**src/rtl/fpu_pkg.sv**
```systemverilog
// Shared opcode encodings, opcode classifiers and controller FSM states for the
// FPU issue front end.
package fpu_pkg;

  localparam logic [3:0] FP_ADD   = 4'b0000;
  localparam logic [3:0] FP_SUB   = 4'b0001;
  localparam logic [3:0] FP_MAX   = 4'b0010;
  localparam logic [3:0] FP_MUL   = 4'b0011;
  localparam logic [3:0] FP_MIN   = 4'b0100;
  localparam logic [3:0] FP_ABS   = 4'b0101;
  localparam logic [3:0] FP_NEG   = 4'b0110;
  localparam logic [3:0] FP_FLOOR = 4'b1000;
  localparam logic [3:0] FP_CEIL  = 4'b1001;
  localparam logic [3:0] FP_SIGN  = 4'b1010;
  localparam logic [3:0] FP_IDLE  = 4'b1111;

  typedef enum logic [1:0] {
    S_IDLE = 2'd0,
    S_EXEC = 2'd1,
    S_RESP = 2'd2
  } fsm_state_e;

  function automatic logic is_mul(input logic [3:0] op);
    return op == FP_MUL;
  endfunction

  function automatic logic is_legal(input logic [3:0] op);
    logic legal;
    case (op)
      FP_ADD, FP_SUB, FP_MAX, FP_MUL, FP_MIN, FP_ABS,
      FP_NEG, FP_FLOOR, FP_CEIL, FP_SIGN: legal = 1'b1;
      default:                            legal = 1'b0;
    endcase
    return legal;
  endfunction

endpackage

```
**src/rtl/fpu_issue_ctrl_if.sv**
```systemverilog
// Request, FPU-drive and response signals of one FPU issue controller.
// slave: the controller; master: core dispatch, FPU and response consumer.
interface fpu_issue_ctrl_if #(
  parameter int unsigned WIDTH = 24,
  parameter int unsigned TAG_W = 4
);

  logic             req_valid;
  logic             req_ready;
  logic [WIDTH-1:0] req_a;
  logic [WIDTH-1:0] req_b;
  logic [3:0]       req_op;
  logic [TAG_W-1:0] req_tag;

  logic [WIDTH-1:0] fpu_a;
  logic [WIDTH-1:0] fpu_b;
  logic [3:0]       fpu_op;
  logic [WIDTH-1:0] fpu_result;

  logic             rsp_valid;
  logic             rsp_ready;
  logic [WIDTH-1:0] rsp_result;
  logic [TAG_W-1:0] rsp_tag;
  logic             rsp_err;

  modport slave (
    input  req_valid, req_a, req_b, req_op, req_tag,
    output req_ready,
    output fpu_a, fpu_b, fpu_op,
    input  fpu_result,
    output rsp_valid, rsp_result, rsp_tag, rsp_err,
    input  rsp_ready
  );

  modport master (
    output req_valid, req_a, req_b, req_op, req_tag,
    input  req_ready,
    input  fpu_a, fpu_b, fpu_op,
    output fpu_result,
    input  rsp_valid, rsp_result, rsp_tag, rsp_err,
    output rsp_ready
  );

endinterface

```
**src/rtl/fpu_req_fifo.sv**
```systemverilog
// Synchronous request FIFO holding packed {tag, op, b, a} entries; head is
// presented combinationally, pointers wrap modulo DEPTH (power of two).
module fpu_req_fifo #(
  parameter int unsigned DW    = 8,
  parameter int unsigned DEPTH = 4
) (
  input  logic          clk,
  input  logic          rst,
  input  logic          push_i,
  input  logic [DW-1:0] data_i,
  output logic          ready_o,
  input  logic          pop_i,
  output logic [DW-1:0] data_o,
  output logic          empty_o
);

  localparam int unsigned AW = $clog2(DEPTH);
  localparam int unsigned CW = AW + 1;

  logic [DW-1:0] mem_q [DEPTH];
  logic [AW-1:0] wr_ptr_q;
  logic [AW-1:0] rd_ptr_q;
  logic [CW-1:0] count_q;
  logic [CW-1:0] count_d;

  // Simultaneous push and pop leave the occupancy unchanged.
  always_comb begin
    count_d = count_q;
    case ({push_i, pop_i})
      2'b10:   count_d = count_q + CW'(1);
      2'b01:   count_d = count_q - CW'(1);
      default: count_d = count_q;
    endcase
  end

  always_ff @(posedge clk or posedge rst) begin
    if (rst) begin
      wr_ptr_q <= '0;
      rd_ptr_q <= '0;
      count_q  <= '0;
    end else begin
      if (push_i) wr_ptr_q <= wr_ptr_q + AW'(1);
      if (pop_i)  rd_ptr_q <= rd_ptr_q + AW'(1);
      count_q <= count_d;
    end
  end

  always_ff @(posedge clk) begin
    if (push_i) mem_q[wr_ptr_q] <= data_i;
  end

  assign ready_o = count_q < CW'(DEPTH);
  assign empty_o = count_q == '0;
  assign data_o  = mem_q[rd_ptr_q];

endmodule

```
**src/rtl/fpu_issue_ctrl.sv**
```systemverilog
// FPU issue controller: queues tagged requests, drives one op at a time into the
// FPU, captures its result and returns it in order. Build option
// FPU_ISSUE_OPCHECK_EN suppresses illegal opcodes and flags them on rsp_err.
module fpu_issue_ctrl
  import fpu_pkg::*;
#(
  parameter int unsigned WIDTH   = 24,
  parameter int unsigned DEPTH   = 4,
  parameter int unsigned TAG_W   = 4,
  parameter int unsigned MUL_LAT = 1
) (
  input logic             clk,
  input logic             rst,
  fpu_issue_ctrl_if.slave bus
);

  localparam int unsigned DW    = TAG_W + 4 + 2 * WIDTH;
  localparam int unsigned CNT_W = $clog2(MUL_LAT + 1);

  logic             push_c;
  logic             ready_c;
  logic             empty_c;
  logic [DW-1:0]    wdata_c;
  logic [DW-1:0]    head_c;
  logic [WIDTH-1:0] head_a_c;
  logic [WIDTH-1:0] head_b_c;
  logic [3:0]       head_op_c;
  logic [TAG_W-1:0] head_tag_c;
  logic             illegal_c;
  logic             capture_c;
  logic             issue_c;
  logic [3:0]       issue_op_c;

  fsm_state_e       state_q;
  logic [CNT_W-1:0] cnt_q;
  logic [WIDTH-1:0] fpu_a_q;
  logic [WIDTH-1:0] fpu_b_q;
  logic [3:0]       fpu_op_q;
  logic             rsp_valid_q;
  logic [WIDTH-1:0] rsp_result_q;
  logic [TAG_W-1:0] rsp_tag_q;
  logic             rsp_err_q;

  assign wdata_c = {bus.req_tag, bus.req_op, bus.req_b, bus.req_a};
  assign {head_tag_c, head_op_c, head_b_c, head_a_c} = head_c;
  assign push_c = bus.req_valid & ready_c;

  fpu_req_fifo #(
    .DW    (DW),
    .DEPTH (DEPTH)
  ) u_fifo (
    .clk     (clk),
    .rst     (rst),
    .push_i  (push_c),
    .data_i  (wdata_c),
    .ready_o (ready_c),
    .pop_i   (capture_c),
    .data_o  (head_c),
    .empty_o (empty_c)
  );

  // Head classification; a MUL waits for its latency counter to drain.
  always_comb begin
    illegal_c = 1'b0;
`ifdef FPU_ISSUE_OPCHECK_EN
    illegal_c = !is_legal(head_op_c);
`endif
    issue_op_c = illegal_c ? FP_IDLE : head_op_c;
    capture_c  = (state_q == S_EXEC) && (!is_mul(head_op_c) || (cnt_q == '0));
    issue_c    = !empty_c &&
                 ((state_q == S_IDLE) || ((state_q == S_RESP) && bus.rsp_ready));
  end

  always_ff @(posedge clk or posedge rst) begin
    if (rst) begin
      state_q      <= S_IDLE;
      cnt_q        <= '0;
      fpu_a_q      <= '0;
      fpu_b_q      <= '0;
      fpu_op_q     <= FP_IDLE;
      rsp_valid_q  <= 1'b0;
      rsp_result_q <= '0;
      rsp_tag_q    <= '0;
      rsp_err_q    <= 1'b0;
    end else begin
      // Operands latch from the head on entry to EXEC and hold until capture.
      if (issue_c) begin
        fpu_a_q  <= illegal_c ? '0 : head_a_c;
        fpu_b_q  <= illegal_c ? '0 : head_b_c;
        fpu_op_q <= issue_op_c;
        cnt_q    <= CNT_W'(MUL_LAT);
      end
      case (state_q)
        S_IDLE: begin
          if (issue_c) state_q <= S_EXEC;
        end
        S_EXEC: begin
          if (capture_c) begin
            state_q      <= S_RESP;
            rsp_valid_q  <= 1'b1;
            rsp_result_q <= illegal_c ? '0 : bus.fpu_result;
            rsp_tag_q    <= head_tag_c;
            rsp_err_q    <= illegal_c;
            fpu_a_q      <= '0;
            fpu_b_q      <= '0;
            fpu_op_q     <= FP_IDLE;
          end else begin
            cnt_q <= cnt_q - CNT_W'(1);
          end
        end
        S_RESP: begin
          if (bus.rsp_ready) begin
            rsp_valid_q <= 1'b0;
            state_q     <= issue_c ? S_EXEC : S_IDLE;
          end
        end
        default: state_q <= S_IDLE;
      endcase
    end
  end

  assign bus.req_ready  = ready_c;
  assign bus.fpu_a      = fpu_a_q;
  assign bus.fpu_b      = fpu_b_q;
  assign bus.fpu_op     = fpu_op_q;
  assign bus.rsp_valid  = rsp_valid_q;
  assign bus.rsp_result = rsp_result_q;
  assign bus.rsp_tag    = rsp_tag_q;
  assign bus.rsp_err    = rsp_err_q;

endmodule

```
**src/flat_wrapper.sv**
```systemverilog
// flat-port wrapper written by rule: the top's interface ports become plain ports
module fpu_issue_ctrl_flat import fpu_pkg::*;
#(
  parameter int unsigned WIDTH   = 24,
  parameter int unsigned DEPTH   = 4,
  parameter int unsigned TAG_W   = 4,
  parameter int unsigned MUL_LAT = 1
)
  (clk, rst, bus_req_valid, bus_req_a, bus_req_b, bus_req_op, bus_req_tag, bus_req_ready, bus_fpu_a, bus_fpu_b, bus_fpu_op, bus_fpu_result, bus_rsp_valid, bus_rsp_result, bus_rsp_tag, bus_rsp_err, bus_rsp_ready);
  fpu_issue_ctrl_if #(.WIDTH(WIDTH), .TAG_W(TAG_W)) bus_i ();
  input logic clk;
  input logic rst;
  input wire logic [$bits(bus_i.req_valid)-1:0] bus_req_valid;
  input wire logic [$bits(bus_i.req_a)-1:0] bus_req_a;
  input wire logic [$bits(bus_i.req_b)-1:0] bus_req_b;
  input wire logic [$bits(bus_i.req_op)-1:0] bus_req_op;
  input wire logic [$bits(bus_i.req_tag)-1:0] bus_req_tag;
  output wire logic [$bits(bus_i.req_ready)-1:0] bus_req_ready;
  output wire logic [$bits(bus_i.fpu_a)-1:0] bus_fpu_a;
  output wire logic [$bits(bus_i.fpu_b)-1:0] bus_fpu_b;
  output wire logic [$bits(bus_i.fpu_op)-1:0] bus_fpu_op;
  input wire logic [$bits(bus_i.fpu_result)-1:0] bus_fpu_result;
  output wire logic [$bits(bus_i.rsp_valid)-1:0] bus_rsp_valid;
  output wire logic [$bits(bus_i.rsp_result)-1:0] bus_rsp_result;
  output wire logic [$bits(bus_i.rsp_tag)-1:0] bus_rsp_tag;
  output wire logic [$bits(bus_i.rsp_err)-1:0] bus_rsp_err;
  input wire logic [$bits(bus_i.rsp_ready)-1:0] bus_rsp_ready;
  assign bus_i.req_valid = bus_req_valid;
  assign bus_i.req_a = bus_req_a;
  assign bus_i.req_b = bus_req_b;
  assign bus_i.req_op = bus_req_op;
  assign bus_i.req_tag = bus_req_tag;
  assign bus_req_ready = bus_i.req_ready;
  assign bus_fpu_a = bus_i.fpu_a;
  assign bus_fpu_b = bus_i.fpu_b;
  assign bus_fpu_op = bus_i.fpu_op;
  assign bus_i.fpu_result = bus_fpu_result;
  assign bus_rsp_valid = bus_i.rsp_valid;
  assign bus_rsp_result = bus_i.rsp_result;
  assign bus_rsp_tag = bus_i.rsp_tag;
  assign bus_rsp_err = bus_i.rsp_err;
  assign bus_i.rsp_ready = bus_rsp_ready;
  fpu_issue_ctrl #(.WIDTH(WIDTH), .DEPTH(DEPTH), .TAG_W(TAG_W), .MUL_LAT(MUL_LAT)) u_core (.clk(clk), .rst(rst), .bus(bus_i));
endmodule
```
**config.mk**
```make
export PLATFORM = sky130hd
export DESIGN_NAME = fpu_issue_ctrl_flat
export DESIGN_NICKNAME = d
export VERILOG_FILES = /design/src/rtl/fpu_pkg.sv /design/src/rtl/fpu_issue_ctrl_if.sv /design/src/rtl/fpu_req_fifo.sv /design/src/rtl/fpu_issue_ctrl.sv /design/src/flat_wrapper.sv
export SDC_FILE = /design/constraint.sdc
export NUM_CORES = 1
export LEC_CHECK = 0
export CORE_MARGIN = 10
export CORE_UTILIZATION = 54
export CTS_CLUSTER_SIZE = 10
export DETAILED_ROUTE_END_ITERATION = 16
export PLACE_DENSITY_LB_ADDON = 0.05
export SYNTH_ARGS = -nofsm -noshare
export SYNTH_HDL_FRONTEND = slang
export SYNTH_SLANG_ARGS = --single-unit
```
**constraint.sdc**
```tcl
create_clock -name clk -period 3.94 [get_ports clk]
set_input_delay 1.182 -clock clk [delete_from_list [all_inputs] [get_ports clk]]
set_output_delay 1.182 -clock clk [all_outputs]
set_load 0.02 [all_outputs]
```
---- Word level (Yosys, flattened, before mapping) ----
Memories as Yosys holds them, arrays and structs flattened.
Cells that the tools add are included.
word-level totals
  memories kept ........................... 1
  word-level logic and storage cells ...... 65
  register bits ........................... 91
  input bits .............................. 84
  memory bits (writable) .................. 224
cells by class
  order comparisons ....................... 1
  multiplexer cells ....................... 23
  add/sub/neg operators ................... 5
  reduce and logical (&&, ||, !) cells .... 14
  bitwise gates (word level) .............. 2
  equal/unequal tests ..................... 8
memory list
  memory               words  width  read ports  clocked after Yosys merged registers in  write ports  RTL line            text
  u_core.u_fifo.mem_q  4      56     1           0                                        1            fpu_req_fifo.sv:20  logic [DW-1:0] mem_q [DEPTH];
operators by type and width
  kind                                                                number
  24-bit two-way mux                                                  6
  4-bit two-way mux                                                   3
  1-bit two-way mux                                                   8
  2-bit two-way mux                                                   3
  2-bit case mux with 3 select lines                                  1
  3-bit case mux with 2 select lines                                  1
  3-bit AND reduction                                                 2
  2-bit by 1-bit adder with 2-bit output, second input constant       2
  2-bit by 1-bit == test with 1-bit output, second input constant     2
  2-bit == test, second input constant                                2
  4-bit by 2-bit == test with 1-bit output, second input constant     1
  2-bit != test, second input constant                                2
  2-bit nonzero test                                                  2
  3-bit by 1-bit adder with 3-bit output, second input constant       1
  1-bit logical AND                                                   3
  3-bit zero test                                                     1
  3-bit < comparator, second input constant                           1
  3-bit by 1-bit subtractor with 3-bit output, second input constant  1
  1-bit zero test                                                     2
  2-bit zero test                                                     1
  1-bit logical OR                                                    2
  2-bit by 1-bit != test with 1-bit output, second input constant     1
  1-bit case mux with 2 select lines                                  1
  2-bit AND reduction                                                 1
  3 further kinds                                                     3

---- Longest topological paths before layout ----
Gate-level depths: netlist (run 1).
  depth in word-level cells ............... 7
  depth in mapped cells ................... 14
  mapped depth without buffers ............ 9

---- Modules after synthesis ----
From an unflattened synthesis (run 1), not the netlist that was laid out.
second synthesis, totals
  cells, all modules ...................... 650
  area total of the unflattened synthesis .. 12164.2 µm²
by module, submodules not included
  module          cells an instance  area each (µm²)  times used
  fpu_req_fifo    330                8505.7           1
  fpu_issue_ctrl  320                3658.5           1

---- Worst setup path after synthesis (run 1) ----
No wires, ideal clock.
  path type ............................... input port to flip-flop
  from .................................... input port bus_req_valid
  to ...................................... memory u_core.u_fifo.mem_q[0][0] in the netlist's numbering (enable)
  library setup time ...................... 0.420 ns
  setup slack ............................. 0.642 ns
  data arrival time ....................... 2.878 ns
  path buffers ............................ 1
  data required time ...................... 3.520 ns
  cell stages on the path ................. 3
  cell sequence ........................... nor2b_1 clkbuf_1 and2_1
between the ends
  cells in the longest elaborated chain, start to end .. 3
RTL lines
  item                                     RTL line              text
  start, declared                          flat_wrapper.sv:13    input wire logic [$bits(bus_i.req_valid)-1:0] bus_req_valid;
  1-bit bitwise AND                        fpu_issue_ctrl.sv:46  assign push_c = bus.req_valid & ready_c;
  1-bit two-way mux                        fpu_req_fifo.sv:49    if (push_i) mem_q[wr_ptr_q] <= data_i;
  1-bit two-way mux (not written as such)  fpu_req_fifo.sv:49
  end, declared                            fpu_req_fifo.sv:20
Every way passes these cells.

---- Final worst setup path (run 1) ----
  from .................................... register u_core.u_fifo.rd_ptr_q[0]
  to ...................................... register u_core.u_fifo.count_q[2]
between the ends
  cells in the longest elaborated chain, start to end .. 7
  elaborated cells between the ends (all ways) .. 9
RTL lines
  item                                                                       RTL line              text
  start, declared                                                            fpu_req_fifo.sv:22    logic [AW-1:0] rd_ptr_q;
  start signal, assigned                                                     fpu_req_fifo.sv:43    if (pop_i) rd_ptr_q <= rd_ptr_q + AW'(1);
  memory 4 x 56 bit *                                                        --
  4-bit by 2-bit == test with 1-bit output *                                 fpu_pkg.sv:24         return op == FP_MUL;
  1-bit zero test *                                                          fpu_issue_ctrl.sv:69  capture_c = (state_q == S_EXEC) && (!is_mul(head_op_c) || (cnt_q == '0));
  1-bit logical OR *                                                         fpu_issue_ctrl.sv:69
  1-bit logical AND *                                                        fpu_issue_ctrl.sv:69
  2-bit by 1-bit == test with 1-bit output or 2-bit == test (tied branches)  fpu_req_fifo.sv:29    case ({push_i, pop_i})
  3-bit case mux with 2 select lines or 2-bit nonzero test (tied branches)   --
  end signal, assigned                                                       fpu_req_fifo.sv:44    count_q <= count_d;
  end, declared                                                              fpu_req_fifo.sv:23    logic [CW-1:0] count_q;
Every way passes the cells marked *; elsewhere a longest branch is shown, timed or not.
A chain may end at the register's enable or synchronous reset.

==> results of run 1 <==
## power breakdown
part | internal [mW] | switching [mW]
Clock | 1.91 | 1.20
Combinational | 1.94 | 2.20
Sequential | 4.35 | 0.453
## cell usage after synthesis
cell type,number
edfxtp_1,224
nand2_1,104
dfrtp_1,87
mux4_2,54
a21oi_2,39
mux2_2,29
clkbuf_1,17
inv_1,12
a21oi_1,9
buf_6,7
buf_2,6
ha_1,5
mux2i_1,5
and2_1,4
buf_4,4
dfstp_2,4
xnor2_1,4
a211o_1,3
a211oi_1,2
nand2b_1,2
nand3b_1,2
nor2_1,2
nor2b_1,2
o21ai_0,2
xor2_1,2
a311oi_1,1
a31o_2,1
a31oi_1,1
a31oi_4,1
buf_1,1
conb_1,1
fa_1,1
nand3_1,1
nor2b_4,1
nor3_1,1
nor4_1,1
o22a_1,1
o22ai_2,1
o32ai_1,1
## logic make-up (layout without fill, tap and decap cells)
kind of cell,Yosys count,in the layout,synth area share [%]
XOR/XNOR,6,6,0.438
adder cells (fa/ha/maj),6,6,0.688
other,1,1,0.0313
AO/OA/AOI/OAI,62,62,4.28
buffers and inverters,47,257,2.10
AND/OR/NAND/NOR,120,120,4.11
multiplexers,88,88,13.3
flip-flops,315,315,75.1
## sequential cells by signal, indices dropped and copies added, names as in the netlist
name and flops:
u_core.u_fifo.wr_ptr_q 2, u_core.bus.rsp_result 24, u_core.u_fifo.mem_q 224, u_core.bus.rsp_tag 4
u_core.bus.fpu_op 4, u_core.bus.fpu_a 24, u_core.state_q 2, u_core.u_fifo.count_q 3
u_core.u_fifo.rd_ptr_q 2, u_core.cnt_q 1, u_core.bus.fpu_b 24, u_core.bus.rsp_valid 1
## area by class of cell
class                   count  share of cell area (%)
multi-input cells         283                    18.3
well taps                 280                    2.32
inverters                  12                   0.315
clock inverters             2                   0.257
repair buffers            177                    12.0
flip-flops and latches    315                    59.7
clock buffers              66                    7.13
## final timing paths
kind                                           start                   endpoint  slack (ns)  cells after the start
min in group asynchronous                        rst  u_core.bus.rsp_result[17]        1.18                      2
max reg2reg                u_core.u_fifo.rd_ptr_q[0]   u_core.u_fifo.count_q[2]        0.97                      9
min reg2reg                     u_core.bus.fpu_op[1]       u_core.bus.fpu_op[1]        0.48                      2
max in group asynchronous                        rst       u_core.bus.fpu_op[2]        1.98                      3
min                             u_core.bus.fpu_op[1]       u_core.bus.fpu_op[1]        0.48                      2
max                        u_core.u_fifo.rd_ptr_q[0]   u_core.u_fifo.count_q[2]        0.97                      9
## per-stage QoR
stage	total power, mW	area, um^2	hold slack [ns]	cells
floorplan	7.55	12000	0.480	645
global placement	8.95	14000	0.475	1067
detailed placement	9.09	14000	0.479	1067
CTS	12.2	15100	0.487	1135
global route	12.7	15100	0.495	1135
finish	12.1	15100	0.485	1135
## critical path, stage by stage (launching register included)
cell and delay, ns:
dfrtp_4 0.79, mux4_2 0.60, nor2b_4 0.17, a31oi_4 0.23
ha_1 0.22, inv_1 0.06, fa_1 0.38, xor2_1 0.16
nor2_1 0.14, xnor2_1 0.14
## metal layers
metal,global-route usage (%),part of all wire (%),up-vias
li1,-,-,2804
met1,23.4,42,3255
met2,28.5,49,219
met3,4.45,6.6,55
met4,5.70,2.6,0
met5,0,0,-
==> results.sh, run 1 <==
export IMPL_diodes=0
export IMPL_core_um2=21800
export IMPL_place_congestion=0.717
export IMPL_start_util_pct=55.0
export IMPL_setup_violations=0
export IMPL_layout_commonest_cell="edfxtp_1"
export IMPL_via_per_inst=5.58
export IMPL_antenna_found_initial=0
export IMPL_nets=916
export IMPL_hold_violations=0
export IMPL_synth_seq_cells=315
export IMPL_drt_iter0_drc=407
export IMPL_cts_buffers=37
export IMPL_slew_headroom_pct=46.9
export IMPL_htree_num_levels=2
export IMPL_min_path_type="flip-flop to flip-flop"
export IMPL_start_kind="flip-flop"
export IMPL_cts_buffer_depth=3
export IMPL_clk_pin_slew_ns=0.06
export IMPL_hold_buffers=0
export IMPL_post_cts_buffers=0
export IMPL_fmax_ghz=0.337
export IMPL_drt_first_pass_iters=4
export IMPL_fin_skew_ns=0.0155
export IMPL_crit_arrival_ns=3.39
export IMPL_yosysTopAreaCell="edfxtp_1"
export IMPL_die_x_um=169
export IMPL_drt_wl_total_mm=25.2
export IMPL_grt_pass1_vias=7023
export IMPL_grt_pass1_wl_mm=39.7
export IMPL_die_area_um2=28600
export IMPL_cp_end_kind="flip-flop"
export IMPL_cts_sinks=315
export IMPL_min_period_ns=2.97
export IMPL_final_setup_tns_ns=0
export IMPL_ys_seq_area_share_pct=75.1
export IMPL_layout_common_cells="edfxtp_1, clkdlybuf4s50_1, nand2_1"
export IMPL_synth_top_area_share_pct=56.1
export IMPL_io_buffers=165
export IMPL_synthTopCellsByArea="edfxtp_1, dfrtp_1, mux4_2"
export IMPL_ys_warn_count=0
export IMPL_ioPinCount=167
export IMPL_grt_max_degree=84
export IMPL_drv_cap=0
export IMPL_cp_data_required_time_ns=4.36
export IMPL_power_density_nw_per_um2=798
export IMPL_rsz0062_at_grt="false"
export IMPL_nFillCells=1429
export IMPL_worst_pin_slew_ns=0.796
export IMPL_multi_input_comb_area_um2=2760
export IMPL_status="finished clean"
export IMPL_drc=0
export IMPL_cts_resized_gates=0
export IMPL_ys_types=39
export IMPL_cts_tree="yes"
export IMPL_syn_avg_cell_area_um2=18.6
export IMPL_final_util_pct=69.2
export IMPL_drive_above_1_share_pct=22.5
export IMPL_areaGrowthSynthToFinish_pct=25.9
export IMPL_die_y_um=169
export IMPL_insertion_delay_ns=0.51
export IMPL_setup_ws_ns=0.974
export IMPL_rows=54
export IMPL_finalMaxSlewViolations=0
export IMPL_crit_fanout=29
export IMPL_clockRootBuffer="clkbuf_16"
export IMPL_p_leak_nw=5.33
export IMPL_regArea_um2=9020
export IMPL_syn_nets=735
export IMPL_irDropWorstVdd_v=0.000545
export IMPL_ant_nets=0
export IMPL_syn_area_um2=12000
export IMPL_critical_path_class="flip-flop to flip-flop"
export IMPL_overflow=0
export IMPL_synthCells=645
export IMPL_wl_per_cell_um=22.2
export IMPL_grt_usage_pct=17.7
export IMPL_pre_cts_ws_ns=0.649
export IMPL_min_period_over_period_pct=75.3
export IMPL_num_vias=6333
export IMPL_place_hpwl_mm=15.2
Power figures use the tool's default switching activity.
==> inputs of run 2 (changes only) <==
--- a/config.mk
+++ b/config.mk
@@ -6,7 +6,7 @@
 export NUM_CORES = 1
 export LEC_CHECK = 0
 export CORE_MARGIN = 10
-export CORE_UTILIZATION = 54
+export CORE_UTILIZATION = 49
 export CTS_CLUSTER_SIZE = 10
 export DETAILED_ROUTE_END_ITERATION = 16
 export PLACE_DENSITY_LB_ADDON = 0.05
==> constraint.sdc (replaced) <==
create_clock -name clk -period 2.6 [get_ports clk]
set_input_delay 0.78 -clock clk [delete_from_list [all_inputs] [get_ports clk]]
set_output_delay 0.78 -clock clk [all_outputs]
set_load 0.02 [all_outputs]
==> results.sh, run 2 (synthesis gave the netlist of run 1 again) <==
export IMPL_status="finished clean"
export IMPL_cts_buffers=37
export IMPL_drc=0
export IMPL_p_int_mw=12.5
export IMPL_nets=930
export IMPL_startpoint="u_core.bus.fpu_op[0]"
export IMPL_num_vias=6296
export IMPL_place_hpwl_mm=15.9
export IMPL_cts_resized_gates=0
export IMPL_insertion_delay_ns=0.50
export IMPL_min_from="u_core.bus.fpu_op[2]"
export IMPL_layout_common_cells="edfxtp_1, clkdlybuf4s50_1, nand2_1"
export IMPL_path_buf_inv=1
export IMPL_fin_skew_ns=0.00877
export IMPL_drv_cap=0
export IMPL_io_buffers=165
export IMPL_core_um2=24200
export IMPL_fmax_ghz=0.406
export IMPL_setup_violations=0
export IMPL_ant_nets=0
export IMPL_crit_arrival_ns=1.68
export IMPL_irDropWorstVdd_v=0.000776
export IMPL_r2r_cells=5
export IMPL_drt_wl_total_mm=25.1
export IMPL_layout_commonest_cell="edfxtp_1"
export IMPL_p_sw_share_pct=31.8
export IMPL_cts_sinks=315
export IMPL_cp_end_kind="output port"
export IMPL_hold_violations=0
export IMPL_dp_cells=1125
export IMPL_drt_iter0_drc=312
export IMPL_finalMaxSlewViolations=0
export IMPL_overflow=0
export IMPL_antenna_found_initial=3
export IMPL_min_path_type="flip-flop to flip-flop"
export IMPL_place_congestion=0.739
export IMPL_top_register="u_core.u_fifo.mem_q"
export IMPL_cts_tree="yes"
export IMPL_crit_family="buffers and inverters"
export IMPL_slew_headroom_pct=62.4
export IMPL_grt_max_degree=84
export IMPL_min_period_over_period_pct=94.8
export IMPL_start_util_pct=49.6
export IMPL_grt_usage_pct=16.3
export IMPL_setup_ws_ns=0.136
export IMPL_nFillCells=1708
export IMPL_p_clk_share_pct=25.2
export IMPL_wl_per_cell_um=21.1
export IMPL_die_y_um=176
export IMPL_p_seq_share_pct=38.8
export IMPL_ioPinCount=167
export IMPL_crit_fanout=2
export IMPL_cp_data_required_time_ns=1.82
export IMPL_power_density_nw_per_um2=1200
export IMPL_p_leak_nw=5.42
export IMPL_post_cts_buffers=0
export IMPL_pre_cts_ws_ns=0.105
export IMPL_grt_pass1_vias=7033
export IMPL_hold_buffers=0
export IMPL_start_kind="flip-flop"
export IMPL_rsz0062_at_grt="false"
export IMPL_final_util_pct=63.6
export IMPL_cts_buffer_depth=3
export IMPL_grt_pass1_wl_mm=39.8
export IMPL_min_period_ns=2.46
export IMPL_die_x_um=176
export IMPL_die_area_um2=31100
export IMPL_critical_path_class="flip-flop to output port"
export IMPL_r2r_end="u_core.bus.rsp_result[20]"
export IMPL_slowest_stage="clkdlybuf4s50_1"
export IMPL_via_per_inst=5.28
export IMPL_worst_pin_slew_ns=0.559
export IMPL_combPwrFrac_pct=35.9
export IMPL_drive_above_1_share_pct=24.1
export IMPL_clk_pin_slew_ns=0.05
export IMPL_p_sw_mw=5.84
export IMPL_critical_path_max_stage_delay_ns=0.65
export IMPL_areaGrowthSynthToFinish_pct=28.2
export IMPL_stdcell_count=1192
export IMPL_rows=57
export IMPL_r2r_start="u_core.u_fifo.rd_ptr_q[0]"
export IMPL_power_mw=18.4
export IMPL_crit_cells=1
export IMPL_clockRootBuffer="clkbuf_16"
export IMPL_cp_cell_sequence="clkdlybuf4s50_1"
export IMPL_r2r_slack_ns=0.17
export IMPL_largest_reg_flops=224
export IMPL_worstSetupEndpoint="bus_fpu_op[0]"
export IMPL_drt_first_pass_iters=4
export IMPL_htree_num_levels=2
## run 2: layout make-up
cell class	count	area, um^2	area share (%)
tap	324	405	2.64
inverter	12	48.8	0.317
multi-input combinational	283	2780	18.1
timing repair buffer	191	2020	13.1
clock inverter	1	8.76	0.0570
antenna	2	5.00	0.0325
clock buffer	64	1090	7.09
sequential	315	9020	58.6
## run 2: worst min path at each step
stage,end,slack [ns],cells past startpoint
finish,u_core.bus.fpu_op[2],0.49,2
global placement,u_core.bus.fpu_op[2],0.48,2
floorplan,u_core.u_fifo.count_q[0],0.48,1
CTS,u_core.bus.fpu_op[1],0.49,2
global route,u_core.bus.rsp_result[6],0.51,1
detailed placement,u_core.bus.fpu_op[1],0.48,2
## run 2: metrics by stage
| step | setup TNS, ns | area (um^2) | hold WS, ns |
|---|---|---|---|
| floorplan | -0.0294 | 12000 | 0.480 |
| global placement | 0 | 14300 | 0.476 |
| detailed placement | 0 | 14300 | 0.483 |
| CTS | 0 | 15400 | 0.493 |
| global route | 0 | 15400 | 0.512 |
| finish | 0 | 15400 | 0.491 |
## run 2: power by group through the flow
| stage | clock [mW] | sequential, mW | combinational (mW) |
|---|---|---|---|
| after floorplan | 0 | 7.68 | 3.80 |
| after global placement | 0 | 7.19 | 6.62 |
| after detailed placement | 0 | 7.24 | 6.74 |
| after CTS | 4.76 | 7.15 | 6.78 |
| after global routing | 5.00 | 7.25 | 7.17 |
| final | 4.64 | 7.13 | 6.61 |
## run 2: per-layer routing
metal  track usage (%)  wire length [um]  share of wire, %  vias to the layer above
met5                 0                 0                 0                        -
met4              4.52               535               2.1                        0
met3              4.63              1610               6.4                       40
met2              28.0             12800                51                      177
met1              19.9             10200                41                     3243
li1                  -                 -                 -                     2836
